## src/rtl/miriscv_lsu_if.sv

```systemverilog
// Bundle of the core-side and device-side load/store signals around the LSU.
// The slave view is the LSU itself; the master view is the core plus data bus.
interface miriscv_lsu_if;
   logic        lsu_req_i;
   logic        lsu_we_i;
   logic [2:0]  lsu_size_i;
   logic [31:0] lsu_addr_i;
   logic [31:0] lsu_data_i;
   logic [31:0] lsu_data_o;
   logic        lsu_stall_o;
   logic        lsu_err_o;
   logic        dev_req_o;
   logic        dev_we_o;
   logic [3:0]  dev_mask_o;
   logic [31:0] dev_addr_o;
   logic [31:0] dev_wr_data_o;
   logic [31:0] dev_rd_data_i;
   logic        dev_rvalid_i;

   modport slave (
      input  lsu_req_i, lsu_we_i, lsu_size_i, lsu_addr_i, lsu_data_i,
      input  dev_rd_data_i, dev_rvalid_i,
      output lsu_data_o, lsu_stall_o, lsu_err_o,
      output dev_req_o, dev_we_o, dev_mask_o, dev_addr_o, dev_wr_data_o
   );

   modport master (
      output lsu_req_i, lsu_we_i, lsu_size_i, lsu_addr_i, lsu_data_i,
      output dev_rd_data_i, dev_rvalid_i,
      input  lsu_data_o, lsu_stall_o, lsu_err_o,
      input  dev_req_o, dev_we_o, dev_mask_o, dev_addr_o, dev_wr_data_o
   );
endinterface

```

## src/rtl/miriscv_lsu.sv

```systemverilog
// Load/store unit: turns core byte-addressed accesses into word-aligned device
// requests with byte enables, and extends returning load data back to the core.
module miriscv_lsu #(
   parameter int TIMEOUT = 16
) (
   input logic          clk,
   input logic          reset,
   miriscv_lsu_if.slave bus
);

   typedef enum logic {
      ST_IDLE,
      ST_WAIT
   } state_t;

   localparam logic [7:0] CNT_LAST = 8'(TIMEOUT - 1);

   state_t      state_q;
   logic [7:0]  cnt_q;
   logic [1:0]  off_q;
   logic [2:0]  size_q;

   logic        size_ok;
   logic        misaligned;
   logic        access_ok;
   logic        timeout_hit;
   logic [3:0]  st_mask;
   logic [31:0] st_data;
   logic [31:0] shifted;
   logic [31:0] load_data;

   always_comb begin
      size_ok    = 1'b0;
      misaligned = 1'b0;
      case (bus.lsu_size_i)
         3'd0, 3'd4: size_ok = 1'b1;
         3'd1, 3'd5: begin
            size_ok    = 1'b1;
            misaligned = bus.lsu_addr_i[0];
         end
         3'd2: begin
            size_ok    = 1'b1;
            misaligned = |bus.lsu_addr_i[1:0];
         end
         default: ;
      endcase
   end

   assign access_ok   = size_ok && !misaligned;
   assign timeout_hit = (cnt_q == CNT_LAST);

   // Stores replicate the data across lanes so the device only needs the mask.
   always_comb begin
      st_mask = 4'b1111;
      st_data = bus.lsu_data_i;
      case (bus.lsu_size_i[1:0])
         2'd0: begin
            st_mask = 4'b0001 << bus.lsu_addr_i[1:0];
            st_data = {4{bus.lsu_data_i[7:0]}};
         end
         2'd1: begin
            st_mask = 4'b0011 << {bus.lsu_addr_i[1], 1'b0};
            st_data = {2{bus.lsu_data_i[15:0]}};
         end
         default: ;
      endcase
   end

   assign shifted = bus.dev_rd_data_i >> {off_q, 3'b000};

   always_comb begin
      case (size_q)
         3'd0:    load_data = {{24{shifted[7]}}, shifted[7:0]};
         3'd1:    load_data = {{16{shifted[15]}}, shifted[15:0]};
         3'd4:    load_data = {24'h0, shifted[7:0]};
         3'd5:    load_data = {16'h0, shifted[15:0]};
         default: load_data = shifted;
      endcase
   end

   // Outputs are forced low for the whole time reset is held.
   always_comb begin
      bus.dev_req_o     = 1'b0;
      bus.dev_we_o      = 1'b0;
      bus.dev_mask_o    = 4'b0000;
      bus.dev_addr_o    = 32'h0;
      bus.dev_wr_data_o = 32'h0;
      bus.lsu_data_o    = 32'h0;
      bus.lsu_stall_o   = 1'b0;
      bus.lsu_err_o     = 1'b0;
      if (!reset) begin
         bus.dev_addr_o = {bus.lsu_addr_i[31:2], 2'b00};
         case (state_q)
            ST_IDLE: begin
               if (bus.lsu_req_i) begin
                  if (!access_ok) begin
                     bus.lsu_err_o = 1'b1;
                  end else begin
                     bus.dev_req_o = 1'b1;
                     bus.dev_we_o  = bus.lsu_we_i;
                     if (bus.lsu_we_i) begin
                        bus.dev_mask_o    = st_mask;
                        bus.dev_wr_data_o = st_data;
                     end else begin
                        bus.dev_mask_o  = 4'b1111;
                        bus.lsu_stall_o = 1'b1;
                     end
                  end
               end
            end
            ST_WAIT: begin
               if (bus.dev_rvalid_i) begin
                  bus.lsu_data_o = load_data;
               end else if (timeout_hit) begin
                  bus.lsu_err_o = 1'b1;
               end else begin
                  bus.lsu_stall_o = 1'b1;
               end
            end
            default: ;
         endcase
      end
   end

   // Read data wins over the timeout when both land in the same cycle.
   always_ff @(posedge clk or posedge reset) begin
      if (reset) begin
         state_q <= ST_IDLE;
         cnt_q   <= 8'd0;
         off_q   <= 2'd0;
         size_q  <= 3'd0;
      end else begin
         case (state_q)
            ST_IDLE: begin
               if (bus.lsu_req_i && access_ok && !bus.lsu_we_i) begin
                  state_q <= ST_WAIT;
                  cnt_q   <= 8'd0;
                  off_q   <= bus.lsu_addr_i[1:0];
                  size_q  <= bus.lsu_size_i;
               end
            end
            ST_WAIT: begin
               if (bus.dev_rvalid_i || timeout_hit) begin
                  state_q <= ST_IDLE;
               end else begin
                  cnt_q <= cnt_q + 8'd1;
               end
            end
            default: state_q <= ST_IDLE;
         endcase
      end
   end

endmodule

```

## src/flat_wrapper.sv

```systemverilog
// flat-port wrapper written by rule: the top's interface ports become plain ports
module miriscv_lsu_flat 
#(
   parameter int TIMEOUT = 16
)
  (clk, reset, bus_lsu_req_i, bus_lsu_we_i, bus_lsu_size_i, bus_lsu_addr_i, bus_lsu_data_i, bus_dev_rd_data_i, bus_dev_rvalid_i, bus_lsu_data_o, bus_lsu_stall_o, bus_lsu_err_o, bus_dev_req_o, bus_dev_we_o, bus_dev_mask_o, bus_dev_addr_o, bus_dev_wr_data_o);
  miriscv_lsu_if bus_i ();
  input logic clk;
  input logic reset;
  input wire logic [$bits(bus_i.lsu_req_i)-1:0] bus_lsu_req_i;
  input wire logic [$bits(bus_i.lsu_we_i)-1:0] bus_lsu_we_i;
  input wire logic [$bits(bus_i.lsu_size_i)-1:0] bus_lsu_size_i;
  input wire logic [$bits(bus_i.lsu_addr_i)-1:0] bus_lsu_addr_i;
  input wire logic [$bits(bus_i.lsu_data_i)-1:0] bus_lsu_data_i;
  input wire logic [$bits(bus_i.dev_rd_data_i)-1:0] bus_dev_rd_data_i;
  input wire logic [$bits(bus_i.dev_rvalid_i)-1:0] bus_dev_rvalid_i;
  output wire logic [$bits(bus_i.lsu_data_o)-1:0] bus_lsu_data_o;
  output wire logic [$bits(bus_i.lsu_stall_o)-1:0] bus_lsu_stall_o;
  output wire logic [$bits(bus_i.lsu_err_o)-1:0] bus_lsu_err_o;
  output wire logic [$bits(bus_i.dev_req_o)-1:0] bus_dev_req_o;
  output wire logic [$bits(bus_i.dev_we_o)-1:0] bus_dev_we_o;
  output wire logic [$bits(bus_i.dev_mask_o)-1:0] bus_dev_mask_o;
  output wire logic [$bits(bus_i.dev_addr_o)-1:0] bus_dev_addr_o;
  output wire logic [$bits(bus_i.dev_wr_data_o)-1:0] bus_dev_wr_data_o;
  assign bus_i.lsu_req_i = bus_lsu_req_i;
  assign bus_i.lsu_we_i = bus_lsu_we_i;
  assign bus_i.lsu_size_i = bus_lsu_size_i;
  assign bus_i.lsu_addr_i = bus_lsu_addr_i;
  assign bus_i.lsu_data_i = bus_lsu_data_i;
  assign bus_i.dev_rd_data_i = bus_dev_rd_data_i;
  assign bus_i.dev_rvalid_i = bus_dev_rvalid_i;
  assign bus_lsu_data_o = bus_i.lsu_data_o;
  assign bus_lsu_stall_o = bus_i.lsu_stall_o;
  assign bus_lsu_err_o = bus_i.lsu_err_o;
  assign bus_dev_req_o = bus_i.dev_req_o;
  assign bus_dev_we_o = bus_i.dev_we_o;
  assign bus_dev_mask_o = bus_i.dev_mask_o;
  assign bus_dev_addr_o = bus_i.dev_addr_o;
  assign bus_dev_wr_data_o = bus_i.dev_wr_data_o;
  miriscv_lsu #(.TIMEOUT(TIMEOUT)) u_core (.clk(clk), .reset(reset), .bus(bus_i));
endmodule
```

## config.mk

```make
export PLATFORM = sky130hd
export DESIGN_NAME = miriscv_lsu_flat
export DESIGN_NICKNAME = d
export VERILOG_FILES = /design/src/rtl/miriscv_lsu_if.sv /design/src/rtl/miriscv_lsu.sv /design/src/flat_wrapper.sv
export SDC_FILE = /design/constraint.sdc
export NUM_CORES = 1
export LEC_CHECK = 0
export BUFFER_PORTS_ARGS = -buffer_cell sky130_fd_sc_hd__buf_2
export CAP_MARGIN = 40
export CORE_MARGIN = 5
export CORE_UTILIZATION = 41
export CTS_CLUSTER_DIAMETER = 200
export DETAILED_ROUTE_END_ITERATION = 6
export GPL_TIMING_DRIVEN = 1
export MAX_ROUTING_LAYER = met4
export PLACE_DENSITY = 0.88
export SLEW_MARGIN = 5
export SYNTH_ARGS = -nofsm -noshare
export SYNTH_HDL_FRONTEND = slang
export SYNTH_SLANG_ARGS = --single-unit
```

## constraint.sdc

```tcl
create_clock -name clk -period 4.9 [get_ports clk]
set_input_delay 0.245 -clock clk [delete_from_list [all_inputs] [get_ports clk]]
set_output_delay 0.245 -clock clk [all_outputs]
set_load 0.005 [all_outputs]
```

==> results.sh, run 1 <==
export IMPL_postCtsSetupBuffers=0
export IMPL_ff_latch_area_um2=350.3
export IMPL_final_common_cell="buf_2"
export IMPL_area_growth_pct=47.08
export IMPL_avgViaCountPerCell=5.288
export IMPL_finalSetupTns_ps=0
export IMPL_drt_wirelength_per_cell_um=15.70
export IMPL_ys_warn_count=0
export IMPL_ys_seq_area_share_pct=15.56
export IMPL_period_share_pct=65.36
export IMPL_place_gp_congestion=0.9429
export IMPL_startpoint_type="register"
export IMPL_netlist_area_um2=2251
export IMPL_hold_viol=0
export IMPL_track_usage_pct=24.43
export IMPL_cp_required_ps=4660
export IMPL_p_per_area_nw_per_um2=182.9
export IMPL_drive_above_1_share_pct=44.29
export IMPL_core_um2=5405
export IMPL_route_vias_total=3067
export IMPL_nets=614
export IMPL_cp_endpoint="bus_lsu_data_o[20]"
export IMPL_tightestPinTransition_ps=873.2
export IMPL_min_period_ps=3203
export IMPL_dr_pass1_iters=4
export IMPL_slowest_stage="dfrtp_1"
export IMPL_n_antenna_cell=0
export IMPL_relSlewSlack_pct=41.78
export IMPL_core_rowCount=27
export IMPL_ant_nets=0
export IMPL_rr_startpoint="u_core.cnt_q[4]"
export IMPL_multiInputGateArea_um2=1744
export IMPL_worstPathArrival_ps=2960
export IMPL_drc_errors=0
export IMPL_ys_seq_elements=14
export IMPL_synthArstFlopShare_pct=100.0
export IMPL_synth_cells=326
export IMPL_antenna_found_initial=0
export IMPL_clock_sinks=14
export IMPL_grt_max_degree=37
export IMPL_drtIter0Drc=119
export IMPL_slew_viol_final=0
export IMPL_min_path_type="input pin to async pin"
export IMPL_pin_count=208
export IMPL_clock_path_buffers=2
export IMPL_grt_pass1_vias=2993
export IMPL_cts_hold_buffers_added=0
export IMPL_die_h_um=84.10
export IMPL_r2r_end="u_core.cnt_q[5]"
export IMPL_maxCapViolCount=0
export IMPL_rsz0062_at_grt="false"
export IMPL_start_util_pct=41.64
export IMPL_die_area_um2=7072
export IMPL_clk_latency_ps=240
export IMPL_cts_buffers=3
export IMPL_clk_pin_slew_ps=60
export IMPL_critPathMaxFanout=20
export IMPL_crit_start="u_core.off_q[0]"
export IMPL_r2r_slack_ps=2950
export IMPL_skew_ps=2.663
export IMPL_grt_first_pass_wirelength_mm=14.22
export IMPL_slowest_delay_ps=710
export IMPL_pre_cts_slack_ps=1967
export IMPL_layout_setup_ws_ps=1697
export IMPL_synth_top_area_cell="dfrtp_1"
export IMPL_cts_tree="built"
export IMPL_status="finished, final reports clean"
export IMPL_cts_resized=0
export IMPL_fin_hold_ws_ps=298.9
export IMPL_port_buffers=205
export IMPL_synth_edf_count=0
export IMPL_ys_types=42
export IMPL_ir_worst_vdd_v=0.0001256
export IMPL_root_buffer="clkbuf_8"
export IMPL_n_fill_cell=508
export IMPL_wl_mm=9.105
export IMPL_dpl_hpwl_mm=7.453
export IMPL_fmax_mhz=312.2
export IMPL_synth_top_cell_area_share_pct=15.56
export IMPL_ys_top_cells_by_area="dfrtp_1, mux2i_1, nor2b_1"
export IMPL_cellLeakagePower_nw=1.904
export IMPL_path_cells="buf_4, mux2i_1, mux4_2, or4_1, o21ai_0, buf_2"
export IMPL_setup_viol=0
export IMPL_gr_total_overflow=0
export IMPL_finish_utilization_pct=61.25
export IMPL_ys_flop_type="dfrtp_1"
export IMPL_r2r_cells=4
export IMPL_worstSetupPathType="register to primary output"
export IMPL_postSynthAreaPerCell_um2=6.905
export IMPL_end_kind="primary output"
export IMPL_final_cell_mix="buf_2, nor2b_1, nor2_1, mux2i_1, a21oi_1"
export IMPL_die_w_um=84.10
export IMPL_cts_max_level=1
[critical path, delay by kind of cell, from the launching register on]
family | cells | cell delay [ps]
flops | 1 | 710
simple gates | 1 | 630
compound gates | 1 | 150
mux | 2 | 660
buf+inv | 2 | 540
[state kept, by name, summed over array words and instances, names as in the netlist]
| name | flops |
|---|---|
| u_core.cnt_q | 8 |
| u_core.size_q | 3 |
| u_core.off_q | 2 |
| u_core.state_q | 1 |
[how the worst min path moves through the flow]
stage	startpoint	to	slack [ps]	cells past startpoint
floorplan	reset	u_core.cnt_q[0]	350	2
global placement	u_core.cnt_q[7]	u_core.cnt_q[7]	470	1
detailed placement	u_core.cnt_q[7]	u_core.cnt_q[7]	520	1
CTS	bus_lsu_size_i[2]	u_core.size_q[2]	300	2
global route	bus_lsu_size_i[2]	u_core.size_q[2]	300	2
finish	reset	u_core.cnt_q[4]	300	2
[power by group]
part           internal, mW  leakage (nW)  total (mW)  switching (mW)
sequential            0.140         0.179       0.196          0.0563
combinational         0.149          1.70       0.297           0.148
clock                0.0712        0.0288       0.112          0.0410
total                 0.360          1.90       0.606           0.245
[cell type report]
type	instances	share of cell area, %
inverter	8	0.9070
tap	72	2.721
multi-input combinational	275	52.68
clock buffer	4	1.663
sequential	14	10.58
timing repair buffer	207	31.44
[cells by family after synthesis]
family / synth area share, %
adder cells (fa/ha/maj): 0.5558
buffers and inverters: 7.115
AND/OR/NAND/NOR: 33.30
multiplexers: 18.62
other: 0.1666
flip-flops: 15.56
AO/OA/AOI/OAI: 24.68
[routing by layer]
metal  up-vias  track usage, %  share of wire, %
met5         -               -                 0
met2       158           42.40                49
met4         0           8.918               3.1
met1      1379           27.54                38
met3        26           5.035               9.5
li1       1504               -                 -
[stage by stage]
stage	power, mW	instances	cell area [um2]
floorplan	0.3850	327	2255
global placement	0.4824	576	3256
detailed placement	0.4935	576	3256
CTS	0.6082	580	3311
global route	0.6562	580	3311
finish	0.6056	580	3311
[cell usage after synthesis, types with 2 or more instances]
cell and count:
a22oi_1 3, and2_1 15, o21ai_0 28, nor4_2 2, a21o_1 8, nand3_1 13
clkbuf_1 19, mux2_2 5, nand2_1 16, inv_1 7, dfrtp_1 14, buf_2 5
and3_1 2, buf_1 3, o21bai_1 2, o211ai_1 4, or3b_2 2, or4_1 2
a211oi_1 14, mux2i_1 34, nor2_1 37, buf_4 3, nor2b_1 40, a21oi_1 29
nand3b_1 2
Note: power is estimated with default switching activity, not from simulation.
==> run 2, diff against run 1 <==
--- a/config.mk
+++ b/config.mk
@@ -8,12 +8,12 @@
 export BUFFER_PORTS_ARGS = -buffer_cell sky130_fd_sc_hd__buf_2
 export CAP_MARGIN = 40
 export CORE_MARGIN = 5
-export CORE_UTILIZATION = 41
+export CORE_UTILIZATION = 38
 export CTS_CLUSTER_DIAMETER = 200
 export DETAILED_ROUTE_END_ITERATION = 6
 export GPL_TIMING_DRIVEN = 1
 export MAX_ROUTING_LAYER = met4
-export PLACE_DENSITY = 0.88
+export PLACE_DENSITY = 0.82
 export SLEW_MARGIN = 5
 export SYNTH_ARGS = -nofsm -noshare
 export SYNTH_HDL_FRONTEND = slang
==> constraint.sdc (replaced) <==
create_clock -name clk -period 3.2 [get_ports clk]
set_input_delay 0.16 -clock clk [delete_from_list [all_inputs] [get_ports clk]]
set_output_delay 0.16 -clock clk [all_outputs]
set_load 0.005 [all_outputs]
==> run 2 against run 1 <==
Via count up 1.5%. Combinational power up 68%. Largest power group unchanged. Sequential share of layout area down 0.083 points. Critical path depth decreased by 1. Critical endpoint is now bus_lsu_data_o[23]. Clock skew down 2.2 ps. Sequential power is 38% higher. Final cell count is 1.0% higher. Worst hold slack got worse by 95 ps. Count of clock-buffer cells in the layout unchanged. Register-to-register slack got worse by 1700 ps. Die area up 6.9%.
==> results.sh, run 2 (same netlist as run 1, synthesis figures left out) <==
export IMPL_finalSetupTns_ps=0
export IMPL_cp_top_family="multiplexers"
export IMPL_drc_errors=0
export IMPL_drt_wirelength_per_cell_um=15.66
export IMPL_top_register="u_core.cnt_q"
export IMPL_place_gp_congestion=1.015
export IMPL_min_to="u_core.size_q[2]"
export IMPL_reg_top3="u_core.cnt_q x8, u_core.size_q x3, u_core.off_q x2"
export IMPL_clock_sinks=14
export IMPL_dpl_hpwl_mm=7.472
export IMPL_slowest_stage="or4_1"
export IMPL_start_util_pct=38.47
export IMPL_route_vias_total=3114
export IMPL_maxCapViolCount=0
export IMPL_pin_count=208
export IMPL_tightestPinTransition_ps=711.1
export IMPL_end_kind="primary output"
export IMPL_worstPathArrival_ps=2350
export IMPL_dr_pass1_iters=5
export IMPL_critPathMaxFanout=8
export IMPL_port_buffers=205
export IMPL_clock_path_buffers=2
export IMPL_status="finished, final reports clean"
export IMPL_cts_resized=0
export IMPL_min_period_ps=2510
export IMPL_largest_reg_flops=8
export IMPL_multiInputGateArea_um2=1744
export IMPL_p_per_area_nw_per_um2=282.3
export IMPL_r2r_slack_ps=1290
export IMPL_total_power_mw=0.9422
export IMPL_grt_max_degree=37
export IMPL_worstSetupPathType="register to primary output"
export IMPL_postCtsSetupBuffers=0
export IMPL_r2r_cells=4
export IMPL_crit_buf_inv=1
export IMPL_skew_ps=0.5057
export IMPL_min_path_cells=2
export IMPL_drtIter0Drc=113
export IMPL_relSlewSlack_pct=52.20
export IMPL_cts_hold_buffers_added=0
export IMPL_antenna_found_initial=0
export IMPL_die_area_um2=7563
export IMPL_period_share_pct=78.45
export IMPL_finish_utilization_pct=57.04
export IMPL_clk_latency_ps=250
export IMPL_placed_cell_area_um2=3282
export IMPL_area_growth_pct=48.25
export IMPL_startpoint_type="register"
export IMPL_slew_viol_final=0
export IMPL_ff_latch_area_um2=350.3
export IMPL_track_usage_pct=23.15
export IMPL_grt_first_pass_wirelength_mm=13.79
export IMPL_cts_buffers=3
export IMPL_path_cells="mux2i_1, mux4_2, or4_1, o21ai_0, buf_2"
export IMPL_ir_worst_vdd_v=0.0001822
export IMPL_hold_viol=0
export IMPL_final_cell_mix="buf_2, nor2b_1, nor2_1, mux2i_1, a21oi_1"
export IMPL_worstHoldStart="bus_lsu_size_i[2]"
export IMPL_setup_viol=0
export IMPL_core_um2=5851
export IMPL_n_fill_cell=538
export IMPL_die_h_um=86.97
export IMPL_fmax_mhz=398.4
export IMPL_final_common_cell="buf_2"
export IMPL_stdcell_area_um2=3337
export IMPL_avgViaCountPerCell=5.314
export IMPL_ant_nets=0
export IMPL_die_w_um=86.97
export IMPL_rsz0062_at_grt="false"
export IMPL_cp_required_ps=3040
export IMPL_r2r_end="u_core.cnt_q[5]"
export IMPL_clk_pin_slew_ps=60
export IMPL_gr_total_overflow=0
export IMPL_min_path_type="input pin to register"
export IMPL_slowest_delay_ps=630
export IMPL_cts_max_level=1
export IMPL_rr_startpoint="u_core.cnt_q[4]"
export IMPL_drive_above_1_share_pct=44.62
export IMPL_root_buffer="clkbuf_8"
export IMPL_n_antenna_cell=0
export IMPL_cellLeakagePower_nw=1.917
export IMPL_core_rowCount=28
export IMPL_cts_tree="built"
export IMPL_nets=617
export IMPL_wl_mm=9.178
export IMPL_grt_pass1_vias=2934
## run 2: cell types whose count changed in the layout (fill, tap and decap cells not counted), sizes merged
cell  previous run  this run
buf            207       210
## run 2: worst max path at each step
stage	start	end	slack, ps	depth (start not counted)
2_1_floorplan	u_core.off_q[1]	bus_lsu_data_o[16]	1220	5
3_3_place_gp	bus_lsu_size_i[1]	bus_dev_wr_data_o[21]	1020	7
3_5_place_dp	bus_lsu_size_i[1]	bus_dev_wr_data_o[21]	980	7
4_1_cts	u_core.off_q[0]	bus_lsu_data_o[23]	700	5
5_1_grt	u_core.off_q[0]	bus_lsu_data_o[31]	530	5
6_report	u_core.off_q[0]	bus_lsu_data_o[23]	690	5
## run 2: cell type report
type,count,area share (%)
clock buffer,4,1.650
multi-input combinational,275,52.27
sequential,14,10.50
timing repair buffer,210,31.87
inverter,8,0.8999
tap,75,2.812
## run 2: metal layers
layer	track usage (%)	share of wire (%)	vias to the layer above	wire, um
met5	-	0	-	0
met2	40.03	50	188	4596
li1	-	-	1512	-
met1	27.17	37	1392	3438
met3	2.649	9.6	22	881
met4	9.207	2.8	0	261
## run 2: where the power goes
part | internal [mW] | switching (mW)
combinational | 0.233 | 0.267
clock | 0.109 | 0.0640
sequential | 0.215 | 0.0548
## run 2: through the flow
stage | setup WS (ps) | instances | hold slack (ps)
floorplan | 1221 | 327 | 262.9
global placement | 1021 | 582 | 459.5
detailed placement | 976.7 | 582 | 465.5
CTS | 702.6 | 586 | 203.1
global route | 533.7 | 586 | 212.4
finish | 689.7 | 586 | 203.9
==> run 3, diff against run 2 <==
==> constraint.sdc (replaced) <==
create_clock -name clk -period 2.5 [get_ports clk]
set_input_delay 0.125 -clock clk [delete_from_list [all_inputs] [get_ports clk]]
set_output_delay 0.125 -clock clk [all_outputs]
set_load 0.005 [all_outputs]
==> run 3 against run 2 <==
Worst setup slack got worse by 550 ps. Sequential power rose by 30%. Clock power rose by 27%. Critical path depth did not move.
==> results.sh, run 3 (same netlist as run 1, synthesis figures left out) <==
export IMPL_status="finished, final reports clean"
export IMPL_track_usage_pct=23.25
export IMPL_dr_pass1_iters=4
export IMPL_startpoint_type="register"
export IMPL_end_kind="primary output"
export IMPL_grt_max_degree=36
export IMPL_min_path_type="input pin to register"
export IMPL_clock_path_buffers=2
export IMPL_skew_ps=4.286
export IMPL_cts_hold_buffers_added=0
export IMPL_cp_required_ps=2380
export IMPL_drc_errors=0
export IMPL_final_common_cell="buf_2"
export IMPL_min_period_ps=2358
export IMPL_avgViaCountPerCell=5.210
export IMPL_grt_first_pass_wirelength_mm=13.85
export IMPL_n_antenna_cell=0
export IMPL_ir_worst_vdd_v=0.0002130
export IMPL_cts_max_level=1
export IMPL_gr_total_overflow=0
export IMPL_cts_tree="built"
export IMPL_clock_sinks=14
export IMPL_top_register="u_core.cnt_q"
export IMPL_dpl_hpwl_mm=7.779
export IMPL_drtIter0Drc=145
export IMPL_maxCapViolCount=0
export IMPL_p_per_area_nw_per_um2=359.6
export IMPL_core_um2=5851
export IMPL_fin_hold_ws_ps=196.1
export IMPL_hold_viol=0
export IMPL_drt_wirelength_per_cell_um=15.89
export IMPL_worstPathArrival_ps=2230
export IMPL_route_vias_total=3074
export IMPL_grt_pass1_vias=2963
export IMPL_largest_reg_flops=8
export IMPL_reg_top3="u_core.cnt_q x8, u_core.size_q x3, u_core.off_q x2"
export IMPL_cts_buffers=3
export IMPL_antenna_found_initial=0
export IMPL_cellLeakagePower_nw=1.940
export IMPL_slew_viol_final=0
export IMPL_pin_count=208
export IMPL_core_rowCount=28
export IMPL_port_buffers=205
export IMPL_die_w_um=86.97
export IMPL_setup_viol=0
export IMPL_fmax_mhz=424.2
export IMPL_clk_latency_ps=250
export IMPL_nets=621
export IMPL_area_growth_pct=49.75
export IMPL_tightestPinTransition_ps=530.8
export IMPL_relSlewSlack_pct=64.48
export IMPL_final_cell_mix="buf_2, nor2b_1, nor2_1, mux2i_1, a21oi_1"
export IMPL_worstSetupPathType="register to primary output"
export IMPL_clk_pin_slew_ps=60
export IMPL_critPathMaxFanout=8
export IMPL_period_share_pct=94.30
export IMPL_die_area_um2=7563
export IMPL_ant_nets=0
export IMPL_dp_cells=586
export IMPL_finalSetupTns_ps=0
export IMPL_die_h_um=86.97
export IMPL_place_gp_congestion=1.004
export IMPL_final_cells=590
export IMPL_drive_above_1_share_pct=45.44
export IMPL_rsz0062_at_grt="false"
export IMPL_root_buffer="clkbuf_8"
export IMPL_start_util_pct=38.47
export IMPL_wl_mm=9.375
## run 3: worst paths after layout
path / end / start / slack (ps) / cells after the start
max in group asynchronous: u_core.cnt_q[0] / reset / 1880 / 3
setup reg to reg: u_core.cnt_q[1] / u_core.cnt_q[4] / 570 / 4
min in group asynchronous: u_core.cnt_q[7] / reset / 270 / 3
setup / recovery: bus_lsu_data_o[23] / u_core.off_q[0] / 140 / 5
hold / removal: u_core.size_q[2] / bus_lsu_size_i[2] / 200 / 2
hold reg to reg: u_core.cnt_q[7] / u_core.cnt_q[7] / 490 / 1
## run 3: per-stage QoR
step	utilization [%]	setup slack (ps)	area (um2)	power (mW)
2_1_floorplan	-	555.8	2255	0.7546
3_3_place_gp	56.61	364.7	3312	0.9699
3_5_place_dp	56.61	291.8	3312	0.9879
4_1_cts	57.55	29.86	3367	1.207
5_1_grt	57.61	91.54	3371	1.298
6_report	57.61	142.4	3371	1.212
## run 3: power by group
group | total [mW] | switching [mW] | leakage (nW) | internal (mW)
combinational | 0.640 | 0.337 | 1.73 | 0.303
sequential | 0.352 | 0.0766 | 0.179 | 0.275
clock | 0.220 | 0.0809 | 0.0288 | 0.139
total | 1.21 | 0.495 | 1.94 | 0.717
## run 3: layout make-up
| type | instances | area (um2) |
|---|---|---|
| Timing Repair Buffer | 214 | 1094 |
| Multi-Input combinational cell | 275 | 1748 |
| Tap cell | 75 | 93.84 |
| Inverter | 8 | 30.03 |
| Clock buffer | 4 | 55.05 |
| Sequential cell | 14 | 350.3 |
| Fill cell | 554 | 2480 |
## run 3: critical path: stages (launching register included)
cell and delay [ps]:
dfrtp_1 460, nand2b_1 190, mux4_2 490, or4_4 550, o21ai_0 130, buf_2 170
## run 3: timing repair
item                       in CTS  in global routing
setup endpoints to repair       0                  9
resized for setup               0                  2
buffers inserted                0                  0
## run 3: layer usage
metal	GRT usage, %	routed length (um)	up-vias	share of wire, %
met2	41.34	4768	159	51
met3	2.365	813	17	8.7
li1	-	-	1519	-
met4	9.065	189	0	2.0
met1	26.60	3603	1379	38
met5	-	0	-	0
